`src/rtl/instr_fetch_unit.sv`:
```
// -----------------------------------------------------------------------------
// instr_fetch_unit
//   Front-end fetch stage. Holds the PC and issues sequential word reads on
//   port A of the instruction SRAM. It absorbs the one-cycle SRAM read latency
//   and back-pressure from decode in a small response buffer, and presents
//   {pc, instr} to decode over a valid/ready handshake. A redirect from execute
//   (branch/jump/trap) flushes everything and restarts fetch at a new PC.
//
// Parameters
//   INSTR_ADDR_WIDTH  SRAM word-address width
//   BOOT_ADDR         byte PC loaded at reset (bits [1:0] ignored)
//   FIFO_DEPTH        response buffer entries (>= 2 for full throughput)
//
// Ports
//   clk             in   clock, rising edge
//   rst             in   asynchronous active-high reset
//   mem_addr        out  SRAM word address, always pc_q[INSTR_ADDR_WIDTH+1:2]
//   mem_req         out  a read is issued this cycle
//   mem_rdata       in   SRAM read data, valid the cycle after the issue
//   redirect_valid  in   restart fetch at redirect_pc
//   redirect_pc     in   new byte PC (bits [1:0] forced to 0)
//   fetch_valid     out  fetch_pc/fetch_instr valid
//   fetch_ready     in   decode accepts when fetch_valid && fetch_ready
//   fetch_instr     out  instruction word at the buffer head
//   fetch_pc        out  byte address of fetch_instr
// -----------------------------------------------------------------------------
module instr_fetch_unit #(
  parameter int unsigned INSTR_ADDR_WIDTH = 12,
  parameter logic [31:0] BOOT_ADDR        = 32'h0,
  parameter int unsigned FIFO_DEPTH       = 2
) (
  input  logic                        clk,
  input  logic                        rst,
  output logic [INSTR_ADDR_WIDTH-1:0] mem_addr,
  output logic                        mem_req,
  input  logic [31:0]                 mem_rdata,
  input  logic                        redirect_valid,
  input  logic [31:0]                 redirect_pc,
  output logic                        fetch_valid,
  input  logic                        fetch_ready,
  output logic [31:0]                 fetch_instr,
  output logic [31:0]                 fetch_pc
);

  localparam int unsigned PTR_W = (FIFO_DEPTH > 1) ? $clog2(FIFO_DEPTH) : 1;
  localparam int unsigned CNT_W = $clog2(FIFO_DEPTH + 1);
  localparam logic [CNT_W-1:0] DEPTH_C   = CNT_W'(FIFO_DEPTH);
  localparam logic [31:0]      BOOT_PC_C = BOOT_ADDR & ~32'h3;

  logic [31:0]      pc_q, pc_d;
  logic             inflight_q, inflight_d;
  logic [31:0]      inflight_pc_q, inflight_pc_d;
  logic [CNT_W-1:0] count_q, count_d;
  logic [PTR_W-1:0] rd_ptr_q, rd_ptr_d;
  logic [PTR_W-1:0] wr_ptr_q, wr_ptr_d;
  logic [31:0]      buf_pc_q    [FIFO_DEPTH];
  logic [31:0]      buf_instr_q [FIFO_DEPTH];

  logic             pop;
  logic             push;
  logic [CNT_W:0]   occupancy;

  function automatic logic [PTR_W-1:0] ptr_inc(input logic [PTR_W-1:0] p);
    if (p == PTR_W'(FIFO_DEPTH - 1)) begin
      return '0;
    end
    return p + 1'b1;
  endfunction

  // Buffer head drives decode directly from registers.
  assign fetch_valid = (count_q != '0);
  assign fetch_pc    = buf_pc_q[rd_ptr_q];
  assign fetch_instr = buf_instr_q[rd_ptr_q];

  assign mem_addr = pc_q[INSTR_ADDR_WIDTH+1:2];

  assign pop  = fetch_valid && fetch_ready;
  assign push = inflight_q;

  // Entries that will be held once everything already committed lands,
  // minus the one decode takes this cycle. A pop implies count_q >= 1,
  // so this never underflows.
  assign occupancy = {1'b0, count_q} + (CNT_W+1)'(inflight_q) - (CNT_W+1)'(pop);

  // Reset holds the request low so nothing looks issued while in reset.
  assign mem_req = !rst && !redirect_valid && (occupancy < {1'b0, DEPTH_C});

  always_comb begin
    pc_d          = pc_q;
    inflight_d    = 1'b0;
    inflight_pc_d = inflight_pc_q;
    count_d       = count_q;
    rd_ptr_d      = rd_ptr_q;
    wr_ptr_d      = wr_ptr_q;
    if (redirect_valid) begin
      // Flush: buffered entries and the in-flight response are dropped.
      pc_d     = redirect_pc & ~32'h3;
      count_d  = '0;
      rd_ptr_d = '0;
      wr_ptr_d = '0;
    end else begin
      if (mem_req) begin
        pc_d          = pc_q + 32'd4;
        inflight_d    = 1'b1;
        inflight_pc_d = pc_q;
      end
      if (push) begin
        wr_ptr_d = ptr_inc(wr_ptr_q);
      end
      if (pop) begin
        rd_ptr_d = ptr_inc(rd_ptr_q);
      end
      count_d = count_q + CNT_W'(push) - CNT_W'(pop);
    end
  end

  // ---- issue stage / buffer control registers ----
  always_ff @(posedge clk or posedge rst) begin
    if (rst) begin
      pc_q          <= BOOT_PC_C;
      inflight_q    <= 1'b0;
      inflight_pc_q <= '0;
      count_q       <= '0;
      rd_ptr_q      <= '0;
      wr_ptr_q      <= '0;
    end else begin
      pc_q          <= pc_d;
      inflight_q    <= inflight_d;
      inflight_pc_q <= inflight_pc_d;
      count_q       <= count_d;
      rd_ptr_q      <= rd_ptr_d;
      wr_ptr_q      <= wr_ptr_d;
    end
  end

  // ---- response stage: capture SRAM data one cycle after issue ----
  // Entries are cleared on reset so the head reads as zero out of reset.
  always_ff @(posedge clk or posedge rst) begin
    if (rst) begin
      for (int i = 0; i < FIFO_DEPTH; i++) begin
        buf_pc_q[i]    <= '0;
        buf_instr_q[i] <= '0;
      end
    end else if (push && !redirect_valid) begin
      buf_pc_q[wr_ptr_q]    <= inflight_pc_q;
      buf_instr_q[wr_ptr_q] <= mem_rdata;
    end
  end

`ifndef SYNTHESIS
  // Issue throttling keeps the buffer from ever overflowing.
  a_count_bound: assert property (@(posedge clk) disable iff (rst) count_q <= DEPTH_C);
`endif

endmodule

```
`config.mk`:
```
export PLATFORM = sky130hd
export DESIGN_NAME = instr_fetch_unit
export DESIGN_NICKNAME = d
export VERILOG_FILES = /design/src/rtl/instr_fetch_unit.sv
export SDC_FILE = /design/constraint.sdc
export NUM_CORES = 1
export LEC_CHECK = 0
export BUFFER_PORTS_ARGS = -buffer_cell sky130_fd_sc_hd__buf_2
export CAP_MARGIN = 30
export CORE_ASPECT_RATIO = 0.75
export CORE_UTILIZATION = 45
export CTS_CLUSTER_SIZE = 28
export DETAILED_ROUTE_END_ITERATION = 16
export GPL_ROUTABILITY_DRIVEN = 0
export GPL_TIMING_DRIVEN = 1
export PLACE_DENSITY = 0.63
export RECOVER_POWER = 100
export SETUP_SLACK_MARGIN = 0.3
export SLEW_MARGIN = 20
export SYNTH_ARGS = -nofsm -noshare
export SYNTH_HDL_FRONTEND = slang
export SYNTH_SLANG_ARGS = --single-unit
```
`constraint.sdc`:
```
create_clock -name clk -period 13.6 [get_ports clk]
set_input_delay 0.68 -clock clk [delete_from_list [all_inputs] [get_ports clk]]
set_output_delay 0.68 -clock clk [all_outputs]
set_load 0.05 [all_outputs]
```
After elaboration in Yosys (flattened, before gate mapping)
Cells that the tools add are included.
Widths: inputs -> output; s select.
{"block": "totals", "regBits": 197, "in_bits": 68, "out_inout_bits": 78, "elab_cells": 65}
{"block": "op_classes", "addsub": 7, "magnitude_cmp": 4, "n_mux": 29, "bitwise": 3, "reduce_logical": 12}
{"op": "$mux 32", "n": 9}
{"op": "$bwmux 64", "n": 2}
{"op": "$add 32x3->32 const B", "n": 1}
{"op": "$demux 32 s1", "n": 1}
{"op": "$mux 1", "n": 16}
{"op": "$reduce_bool 2->1", "n": 4}
{"op": "$logic_and 1x1->1", "n": 5}
{"op": "$ge 2x2->1 const B", "n": 2}
{"op": "$not 1->2", "n": 2}
{"op": "$add 2x1->3", "n": 1}
{"op": "$lt 3x2->1 const B", "n": 1}
{"op": "$sub 3x1->3", "n": 1}
{"op": "$add 1x1->1 const B", "n": 2}
{"op": "$add 2x1->2", "n": 1}
{"op": "$logic_not 1->1", "n": 2}
{"op": "$lt 2x1->1 const B", "n": 1}
{"op": "$mux 2", "n": 1}
{"op": "$reduce_and 2->1", "n": 1}
{"op": "$sub 2x1->2", "n": 1}
{"op": "$not 1->1", "n": 1}

Longest topological paths before layout
Gate-level depths: netlist of the first run.
{"block": "depth", "depth_word": 7, "ltp_mapped": 13, "ltp_nobuf": 12}

Least setup slack after synthesis of the first run
No wires, ideal clock.
{"block": "synth_path", "path_type": "flip-flop to flip-flop", "start": "register count_q[1]", "end": "register pc_q[30]", "setup_time_ns": 0.126, "arrival_time_ns": 3.827, "required_time_ns": 13.474, "path_slack_ns": 9.647, "path_stages_with_launch": 14, "n_path_buf": 2, "synth_period_minus_slack_ns": 3.953, "path_cell_list": "dfrtp_1 -> or2_2 -> and2_1 -> ha_1 -> inv_1 -> ha_1 -> inv_1 -> fa_1 -> or3b_1 -> buf_2 -> or4_1 -> buf_2 -> or4_1 -> a221o_1"}
{"block": "synth_via", "elab_chain_cells": 6, "word_cells_on_any_way": 7, "classes_between": "add/sub (2); order compare (1); reduce/logical (4)"}
{"item": "from (decl)", "line_no": "53", "rtl": "logic [CNT_W-1:0] count_q, count_d;"}
{"item": "from (signal assigned)", "line_no": "130", "rtl": "count_q <= count_d;"}
{"item": "$reduce_bool 2->1", "line_no": "71", "rtl": "assign fetch_valid = (count_q != '0);"}
{"item": "net fetch_valid", "line_no": "39", "rtl": "output logic fetch_valid,"}
{"item": "$logic_and 1x1->1", "line_no": "77", "rtl": "assign pop = fetch_valid && fetch_ready;"}
{"item": "$sub 3x1->3", "line_no": "83", "rtl": "assign occupancy = {1'b0, count_q} + (CNT_W+1)'(inflight_q) - (CNT_W+1)'(pop);"}
{"item": "$lt 3x2->1", "line_no": "86", "rtl": "assign mem_req = !rst && !redirect_valid && (occupancy < {1'b0, DEPTH_C});"}
{"item": "$logic_and 1x1->1", "line_no": "86"}
{"item": "$reduce_bool 2->1 (no line)"}
{"item": "to (signal assigned)", "line_no": "127", "rtl": "pc_q <= pc_d;"}
{"item": "to (decl)", "line_no": "50", "rtl": "logic [31:0] pc_q, pc_d;"}
The timed path passes the listed nets, and every way through them passes these cells.
A chain may end at the register's enable or synchronous reset.

Final worst setup path of the first run
{"block": "layout_path", "start": "input redirect_valid", "end": "register buf_instr_q[23] in the netlist's numbering"}
{"block": "layout_via", "elab_chain_cells": 2}
{"item": "from (decl)", "line_no": "37", "rtl": "input logic redirect_valid,"}
{"item": "$logic_not 1->1", "line_no": "144", "rtl": "end else if (push && !redirect_valid) begin"}
{"item": "$logic_and 1x1->1", "line_no": "144"}
{"item": "to (signal, indexed assignment)", "line_no": "146", "rtl": "buf_instr_q[wr_ptr_q] <= mem_rdata;"}
{"item": "to (decl)", "line_no": "57", "rtl": "logic [31:0] buf_instr_q [FIFO_DEPTH];"}
Every way passes these cells.

==> impl_results.md, run 1 <==
* Maximum fanout along the worst path at 45
* Clock buffer depth at 2
* # H-tree levels at 4
* Routed Antenna Nets at 0
* Layout Nets at 898
* Non-Filler Instances at 1086
* Worst-Margin Slew at ~3600 ps
* Class of the worst hold path: primary input to flip-flop
* Clock transition at path regs at 70 ps
* Part of the cycle the worst path needs at 0.4575
* Post-synth cell types at 48
* FF+latch count, synth at 189
* Commonest cells after routing, fill and taps aside: 189 x dfrtp_1, 185 x mux2_2, 113 x nand2_1
* Inserted Clock Buffers at 17
* Commonest non-fill, non-tap cell in the layout: dfrtp_1
* Chip Height at 122.3 um
* Num ports at between 100 and 150
* Setup-failing EPs final at 0
* Max Cap Viol at 9
* Largest net degree at the start of global routing at 106
* Sum Neg Setup Slack at 0 ps
* Post-CTS setup buffer count at 0
* Total power at 2.492 mW
* Post-synthesis cell area at between 8000 and 9000 um^2
* Mapped Cells at around 710
* Port buffer count at approximately 140
* Yosys warnings at 0
* Seq/Total Area, Yosys at 0.5447
* Hold_ws at 467.9 ps
* Drt first pass iters at 4
* PD cells at 250.2 nW/um^2
* Count of final max-slew check failures at about 380
* Data required, critical path at 13910 ps
* Worst Setup End Kind: flip-flop
* Antenna cells at 0
* Share of cells above drive strength 1 at 0.3409
* Slew HR at -1.393
* Min Tclk post-route at 6222 ps
* Area growth syn-to-layout at 14.67%
* Status: complete, but fails checks
* Critical Path Start Type: primary input
* WL final at 19780 um
* Unrepaired setup endpoints after global routing: false
* Peak VDD IR at 136.3 uV
* Kind of critical path: primary input to flip-flop
* Via density at approximately 5.6
* Failing checks: capacitance limit, slew limit
* FP Rows at 43
* Dominant synthesized flop cell: dfrtp_1
* LEAKAGE at 4.548 nW
* GRT Total Usage at 0.2107
* Async set-reset flop share out of synthesis at 1.000
* GRT busiest layer: met2
* DP Cell Count at 1053
* Via count at 6060
* GR Layer Usage met1 at 0.2871
* Global-route wire length before repair at around 32000 um
* Clock Sinks at 189
* Fmax at 160.7 MHz
* Number of flops mapped to enable cells by yosys at 0
* Initial antenna violation count at 0
* Cts repair resizes at 0
* GRT overflow at 0
* Cts hold-fix bufs at 0
* Starting DRT DRC Count at about 400
* Skew final at 10.75 ps
* Initial Utilization at 0.4651
* Worst path arrival time at around 6500 ps
* CTS tree: yes
* Core region area at 18670 um^2
* Die ar. at 19860 um^2
* Clock Latency Late Sink at 430 ps
* Fin. Hold Viols at 0
* Vias in the first global route at 6340
* CTS root buffer: clkbuf_16
* M2 GR Usage at 0.3325
* Mean Syn Cell Area at 12.21 um^2
* Global-route track usage on met3 at 0.04698
* DRC at 0
* Final core utilization at 0.5333
* Die X at between 150 and 200 um
* Routed length per instance at around 18 um
* DP HPWL at between 10000 and 15000 um
-- cells in the mapped netlist (2+ instances only) --
library cell / instances / share of area
nor3b_1: 3 / 0.0026
and2_1: 5 / 0.0036
nor3_1: 6 / 0.0035
and4_1: 7 / 0.0071
a21o_1: 2 / 0.0017
or3_1: 3 / 0.0022
or4_1: 5 / 0.0043
nand3b_1: 2 / 0.0017
xnor2_1: 4 / 0.0040
buf_4: 14 / 0.012
nor2_1: 3 / 0.0013
o31ai_1: 2 / 0.0017
a31oi_1: 4 / 0.0029
a221o_1: 3 / 0.0035
o311ai_1: 2 / 0.0020
a21oi_1: 2 / 0.0012
mux2_2: 186 / 0.24
ha_1: 3 / 0.0043
nand2_1: 113 / 0.049
nor4_1: 5 / 0.0036
nor2b_1: 4 / 0.0029
inv_1: 11 / 0.0048
a22oi_1: 4 / 0.0035
o41ai_1: 3 / 0.0030
and2b_1: 2 / 0.0017
o311ai_0: 21 / 0.021
nand4_1: 10 / 0.0072
o211ai_1: 10 / 0.0086
nand3_1: 18 / 0.010
and3_1: 8 / 0.0058
dfrtp_1: 189 / 0.54
clkbuf_1: 36 / 0.016
o21ai_0: 4 / 0.0023
buf_2: 3 / 0.0017
-- routing by layer --
layer / wire length, um / up-vias
met5: 0 / -
met4: 275 / 0
met3: 1009 / 22
met2: 9324 / 158
met1: 9174 / 3098
li1: - / 2782
-- kinds of logic after synthesis --
group	Yosys count	share of synthesized area
multiplexers	186	0.2412
AND/OR/NAND/NOR	198	0.1101
other	1	0.0004319
adder cells (fa/ha/maj)	4	0.006629
flip-flops	189	0.5447
buffers and inverters	67	0.03631
AO/OA/AOI/OAI	61	0.05562
XOR/XNOR	5	0.005043
-- final timing paths --
check / start / to / slack (ps) / depth (start not counted)
setup / recovery: redirect_valid / buf_instr_q[23] / 7380 / 6
min in group asynchronous: rst / buf_pc_q[27] / 770 / 2
hold reg to reg: inflight_pc_q[17] / inflight_pc_q[17] / 500 / 2
hold / removal: redirect_pc[18] / pc_q[18] / 470 / 3
max in group asynchronous: rst / pc_q[24] / 8060 / 5
setup reg to reg: count_q[1] / pc_q[7] / 8830 / 12
-- registers in the layout (all words and copies together), names as in the netlist --
register,flops
count_q,2
buf_pc_q,60
rd_ptr_q,1
inflight_q,1
wr_ptr_q,1
pc_q,30
buf_instr_q,64
inflight_pc_q,30
-- stage by stage --
step	setup slack, ps	area (um^2)
6_report	7378	9957
5_1_grt	6828	9957
4_1_cts	9266	10110
3_5_place_dp	9550	9553
3_3_place_gp	9577	9505
2_1_floorplan	7778	8687
-- report_power, final --
group	internal, mW	total (mW)	switching, mW
sequential	0.779	0.922	0.143
clock	0.249	0.474	0.225
combinational	0.360	1.10	0.736
total	1.39	2.49	1.10
-- critical path: stages --
cell,delay (ps)
buf_2,80
clkbuf_1,1350
inv_1,900
nand3_1,1250
clkbuf_1,1740
mux2_2,470
-- layout make-up --
| class | instances | area, um^2 |
|---|---|---|
| fillers | 1659 | 8712 |
| flip-flops and latches | 189 | 4730 |
| multi-input cells | 456 | 3642 |
| repair buffers | 150 | 670.6 |
| clock buffers | 20 | 456.7 |
| well taps | 247 | 309.0 |
| clock inverters | 12 | 102.6 |
| inverters | 12 | 46.29 |
Power figures use the tool's default switching activity.
==> run 2, diff against run 1 <==
ABC_AREA = 1   (was not set)
clock period = 5.9 ns   (was 13.6 ns; I/O delays follow)
==> impl_results.md, run 2 <==
* Status: complete, but fails checks
* Failing checks: capacitance limit, slew limit
* Hold_ws at 86.64 ps (-381.2 ps)
* Min Tclk post-route at 4542 ps
* Largest register FFs at 64 (unchanged)
* WL final at 21600 um (+9.2%)
* Fmax at 220.2 MHz
* Clock buffer depth at 2 (unchanged)
* Layout Nets at 1366 (+52%)
* Sum Neg Setup Slack at 0 ps (unchanged)
* Maximum fanout along the worst path at 64 (+42%)
* Post-CTS setup buffer count at 0 (unchanged)
* Inserted Clock Buffers at 17 (unchanged)
* Kind of critical path: flip-flop to output port
* PD cells at 547.4 nW/um^2 (+120%)
* Worst reg2reg setup slack at 2090 ps (-6740 ps)
* Class of the worst hold path: primary input to flip-flop
* Die ar. at 21160 um^2 (+6.5%)
* Dominant synthesized flop cell: dfrtp_1
* # H-tree levels at 4 (unchanged)
* Cts repair resizes at 0 (unchanged)
* GRT Total Usage at 0.2148 (+0.004084)
* CTS root buffer: clkbuf_16
* Setup-failing EPs final at 0 (unchanged)
* Post-synthesis cell area at 9260 um^2 (+6.6%)
* Cts hold-fix bufs at 1 (+1)
* Final core utilization at 0.5210 (-0.01233)
* Yosys warnings at 0 (unchanged)
* Initial Utilization at 0.4581 (-0.006992)
* Synth top cells by count: 470 x nand2_1, 189 x dfrtp_1, 129 x inv_1
* Clock transition at path regs at 70 ps (about the same)
* Synth area leaders: dfrtp_1 51%, nand2_1 19%, inv_1 5.2%, o21ai_0 4.3%, o21ai_1 4.2%
* Sw power at 2.673 mW (+140%)
* FF+latch count, synth at 189 (unchanged)
* Vias in the first global route at 6950 (+9.6%)
* Critical Path Start Type: flip-flop
* Seq/Total Area, Yosys at 0.5107 (-0.03393)
* Unrepaired setup endpoints after global routing: false
* Worst Setup End Kind: output port
* Initial antenna violation count at 0 (unchanged)
* Count of final max-slew check failures at 268 (-29%)
* GRT overflow at 0 (unchanged)
* Die X at 167.6 um (+3.2%)
* Slew HR at -1.213 (+0.1799)
* Sw frac at 0.4636 (+0.02059)
* Share of cells above drive strength 1 at 0.1469 (-0.1940)
* Pint at 3.092 mW (+120%)
* Reg with most FFs: buf_instr_q
* Number of flops mapped to enable cells by yosys at 0 (unchanged)
* Global-route wire length before repair at 36100 um (+11%)
* Port buffer count at 141 (unchanged)
* Drt first pass iters at 5 (+1)
* Largest net degree at the start of global routing at 89 (-16%)
* Synth Area in Compound Gates at 0.1026 (+0.04693)
* Peak VDD IR at 310.2 uV (+130%)
* Mean Syn Cell Area at 7.762 um^2 (-36%)
* Routed length per instance at 13.80 um (-24%)
* Clock Sinks at 189 (unchanged)
* Chip Height at 126.2 um (+3.2%)
* Mapped Cells at 1193 (+68%)
* FP Rows at 45 (+4.7%)
* Via count at 7553 (+25%)
* DP HPWL at 14240 um (+6.4%)
* Data required, critical path at 5610 ps (-8300 ps)
* Worst hold path cell count at 3 (unchanged)
* Num ports at 146 (unchanged)
* Mux cell area share after synthesis at 0 (-0.2412)
* Skew final at 7.941 ps (-2.805 ps)
* Share of the synthesized area in the top cell type at 0.5107 (-0.03393)
* Largest family of logic cells by synthesized area: simple AND/OR/NAND/NOR gates
* Area growth syn-to-layout at 13.73%
* Top Registers: buf_instr_q x64, buf_pc_q x60
* Via density at 4.826 (-14%)
* Core region area at 20210 um^2 (+8.3%)
* DRC at 0 (unchanged)
* Post-Synth Simple-Gate Area at 0.2804 (+0.1703)
* Commonest cells after routing, fill and taps aside: 471 x nand2_1, 188 x dfrtp_1, 144 x o21ai_0
* Routed Antenna Nets at 0 (unchanged)
* Async set-reset flop share out of synthesis at 1.000 (unchanged)
* Worst path arrival time at 4250 ps (-2280 ps)
* Gate power share at 0.426 (-0.014)
* Starting DRT DRC Count at 579 (+41%)
* Clock Latency Late Sink at 420 ps (about the same)
* Part of the cycle the worst path needs at 0.7698
* Worst-Margin Slew at 3319 ps (-269.9 ps)
* Cell count of the worst reg-to-reg path at 4 (-8)
* Top-count cell post-synth: nand2_1
* Sequential power share at 0.366 (-0.004)
* Synth area leader: dfrtp_1
* CTS tree: yes
* Fin. Hold Viols at 0 (unchanged)
* Commonest non-fill, non-tap cell in the layout: nand2_1
* Synth Area in Adders at 0.006215 (-0.0004129)
* Max Cap Viol at 5 (-4)
* LEAKAGE at 5.631 nW (+24%)
* Post-Synth XOR/XNOR Area at 0 (-0.005043)
* Post-synth cell types at 33 (-31%)
* Antenna cells at 0 (unchanged)
* Clk network pwr share at 0.209 (+0.019)
==> run 2: power by group through the flow <==
| stage | Combinational [mW] | Clock, mW | Sequential (mW) |
|---|---|---|---|
| after floorplan | 2.07 | 0 | 2.04 |
| after global placement | 2.48 | 0 | 2.12 |
| after detailed placement | 2.52 | 0 | 2.13 |
| after CTS | 2.52 | 1.23 | 2.11 |
| after global routing | 2.70 | 1.29 | 2.17 |
| final | 2.45 | 1.20 | 2.11 |
==> run 2: cell type report <==
class	instances	area, um^2
tap	258	322.8
clock inverter	12	157.7
sequential	189	4731
timing repair buffer	150	774.5
fill	2013	9682
clock buffer	20	456.7
inverter	136	520.5
multi-input combinational	800	3568
==> run 2: logic make-up after synthesis <==
| kind of cell | Yosys count |
|---|---|
| AOI/OAI and AO/OA | 179 |
| adders and majority gates | 4 |
| buffers and inverters | 205 |
| DFF | 189 |
| other | 1 |
| and+or+nand+nor | 615 |
==> run 2: metal layers <==
layer	wire [um]	vias up	GRT usage
met2	9647	158	0.3248
li1	-	3888	-
met3	844	9	0.04117
met5	0	-	0
met1	10980	3498	0.3219
met4	125	0	0.04047
==> run 2: worst max-delay path, stage by stage, from the launching register on <==
cell and delay, ps:
dfrtp_2 610, inv_2 100, clkbuf_1 2320, nand2_1 140, nand2_1 160, clkbuf_1 470
==> run 2: worst paths after layout <==
check	from	endpoint
setup reg to reg	rd_ptr_q	rd_ptr_q
max in group asynchronous	rst	pc_q[24]
hold / removal	redirect_pc[2]	pc_q[2]
hold reg to reg	inflight_pc_q[12]	inflight_pc_q[12]
min in group asynchronous	rst	buf_instr_q[14]
setup / recovery	rd_ptr_q	fetch_instr[0]
==> run 2: stage by stage <==
step / setup slack (ps) / cell area, um^2 / total power [mW] / std cells
CTS: 2210 / 10590 / 5.867 / 1564
floorplan: 1952 / 9264 / 4.105 / 1194
finish: 1358 / 10530 / 5.765 / 1565
detailed placement: 2400 / 9963 / 4.646 / 1531
global route: 1071 / 10530 / 6.166 / 1565
global placement: 2466 / 9936 / 4.597 / 1530
==> run 3, diff against run 2 <==
PLACE_DENSITY = 0.65   (was 0.63)
clock period = 3.8 ns   (was 5.9 ns; I/O delays follow)
==> impl_results.md, run 3 (same netlist as run 2, synthesis figures left out) <==
* Die X at 167.6 um (unchanged)
* Unrepaired setup endpoints after global routing: false
* Num ports at 146 (unchanged)
* Worst Path Buf+Inv at 7 (+4)
* Initial antenna violation count at 0 (unchanged)
* Failing checks: capacitance limit, slew limit
* CTS root buffer: clkbuf_16
* Finished Cell Area at 10630 um^2 (+0.95%)
* Clock transition at path regs at 70 ps (about the same)
* Global-route track usage on met3 at 0.04117 (unchanged)
* Part of the cycle the worst path needs at 0.8850
* # H-tree levels at 4 (unchanged)
* Vias in the first global route at 6922 (-0.40%)
* Skew final at 9.187 ps (+1.247 ps)
* Fmax at 297.4 MHz
* Layout Nets at 1386 (+1.5%)
* GR Layer Usage met1 at 0.3204 (-0.001497)
* Area growth syn-to-layout at 14.81%
* Inserted Clock Buffers at 17 (unchanged)
* Setup-failing EPs final at 0 (unchanged)
* Status: complete, but fails checks
* Clock buffer depth at 2 (unchanged)
* Via density at 4.849 (+0.46%)
* Max Cap Viol at 4 (-1)
* Sw frac at 0.4786 (+0.01499)
* Max stage delay on crit path at 500 ps (-1820 ps)
* Kind of critical path: flip-flop to output port
* GRT Total Usage at 0.2114 (-0.003457)
* CP max stage cell: fa_1
* Worst-Margin Slew at 2175 ps (-1144 ps)
* Class of the worst hold path: primary input to flip-flop
* Sum Neg Setup Slack at 0 ps (unchanged)
* Clk network pwr share at 0.201 (-0.008)
* Min Tclk post-route at 3363 ps
* GRT busiest layer: met1
* Clock Latency Late Sink at 430 ps (about the same)
* Top cell by count, worst path: inv_1
* Worst Setup End Kind: output port
* Commonest non-fill, non-tap cell in the layout: nand2_1
* DP Cell Count at 1532 (+0.065%)
* DP HPWL at 13980 um (-1.8%)
* Drt first pass iters at 4 (-1)
* WL final at 21890 um (+1.4%)
* Routed Antenna Nets at 0 (unchanged)
* M2 GR Usage at 0.3113 (-0.01348)
* Antenna cells at 0 (unchanged)
* CP delay by family, top: adder cells
* Dpl cell area at 9988 um^2 (+0.25%)
* Port buffer count at 141 (unchanged)
* Global-route wire length before repair at 35540 um (-1.5%)
* Routed length per instance at 13.81 um (about the same)
* Starting DRT DRC Count at 604 (+4.3%)
* Count of final max-slew check failures at 246 (-8.2%)
* Clock Sinks at 189 (unchanged)
* Largest register FFs at 64 (unchanged)
* Share of cells above drive strength 1 at 0.1063 (-0.04065)
* Largest net degree at the start of global routing at 140 (+57%)
* PD cells at 831.6 nW/um^2 (+52%)
* Slew HR at -0.4544 (+0.7582)
* Top Registers: buf_instr_q x64, buf_pc_q x60
* Non-Filler Instances at 1585 (+1.3%)
* Core region area at 20210 um^2 (unchanged)
* Via count at 7685 (+1.7%)
* DRC at 0 (unchanged)
* GRT overflow at 0 (unchanged)
* Reg with most FFs: buf_instr_q
* Initial Utilization at 0.4581 (unchanged)
* Die ar. at 21160 um^2 (unchanged)
* Sequential power share at 0.370 (+0.004)
* Crit path cell chain: inv_1, nand2_1, nand2_1, inv_1, ha_1, inv_1, ha_1, inv_1, fa_1, nand2_1, nor2_4, nand2_8, buf_16, inv_1, clkbuf_2
* Pint at 4.610 mW (+49%)
* Fin. Hold Viols at 0 (unchanged)
* FP Rows at 45 (unchanged)
* Commonest cells after routing, fill and taps aside: 471 x nand2_1, 188 x dfrtp_1, 143 x o21ai_0
* CTS tree: yes
* Chip Height at 126.2 um (unchanged)
* Peak VDD IR at 514.6 uV (+66%)
* Maximum fanout along the worst path at 31 (-52%)
* Data required, critical path at 3610 ps (-2000 ps)
* Critical Path Start Type: flip-flop
* Worst path arrival time at 3170 ps (-1080 ps)
* Sw power at 4.231 mW (+58%)
* LEAKAGE at 5.528 nW (-1.8%)
* Gate power share at 0.429 (+0.003)
==> run 3: layer usage <==
layer	share of wire	up-vias
met1	0.50	3577
met2	0.44	177
met5	0	-
li1	-	3917
met3	0.050	14
met4	0.0080	0
==> run 3: final cells by class <==
| class | count | area (um^2) |
|---|---|---|
| clock buffers | 20 | 456.7 |
| fillers | 1995 | 9582 |
| well taps | 258 | 322.8 |
| flip-flops and latches | 189 | 4731 |
| repair buffers | 169 | 904.6 |
| multi-input cells | 801 | 3568 |
| inverters | 136 | 520.5 |
| clock inverters | 12 | 127.6 |
==> run 3: power groups by stage <==
stage,sequential [mW],clock [mW],combinational [mW]
after floorplan,3.16,0,3.21
after global placement,3.28,0,3.88
after detailed placement,3.30,0,3.93
after CTS,3.27,1.81,3.96
after global routing,3.36,1.90,4.18
final,3.27,1.78,3.80
==> run 3: repair_timing <==
item                                   in CTS  in global routing
setup endpoints to repair                   0                  1
hold buffers                               17                  0
endpoints found under the hold margin      66                  0
buffers inserted                            0                  1
resized for setup                           0                  4
==> run 3: final timing paths <==
kind	endpoint	cells past startpoint	slack (ps)	from
worst min register to register	buf_pc_q[50]	2	480	buf_pc_q[50]
max in group asynchronous	rd_ptr_q	4	1080	rst
worst max register to register	pc_q[2]	16	670	count_q[1]
worst max-delay path	mem_req	15	440	count_q[1]
worst min-delay path	pc_q[6]	3	10	redirect_pc[6]
min in group asynchronous	buf_instr_q[30]	3	340	rst
==> run 3: per-stage QoR <==
stage / worst slack, ps / power [mW] / hold slack [ps] / util
after floorplan: 680.6 / 6.372 / 306.8 / -
after global placement: 917.4 / 7.158 / 266.0 / 0.4942
after detailed placement: 907.7 / 7.226 / 263.7 / 0.4942
after CTS: 363.9 / 9.038 / 1.917 / 0.5315
after global routing: 242.3 / 9.446 / 7.524 / 0.5260
final: 437.1 / 8.841 / 14.79 / 0.5260
==> run 3: worst min-delay path: cells and delay by family <==
| kind | cells | cell delay, ps |
|---|---|---|
| AND/OR/NAND/NOR | 1 | 50 |
| AO/OA/AOI/OAI | 1 | 90 |
| buffers and inverters | 1 | 70 |
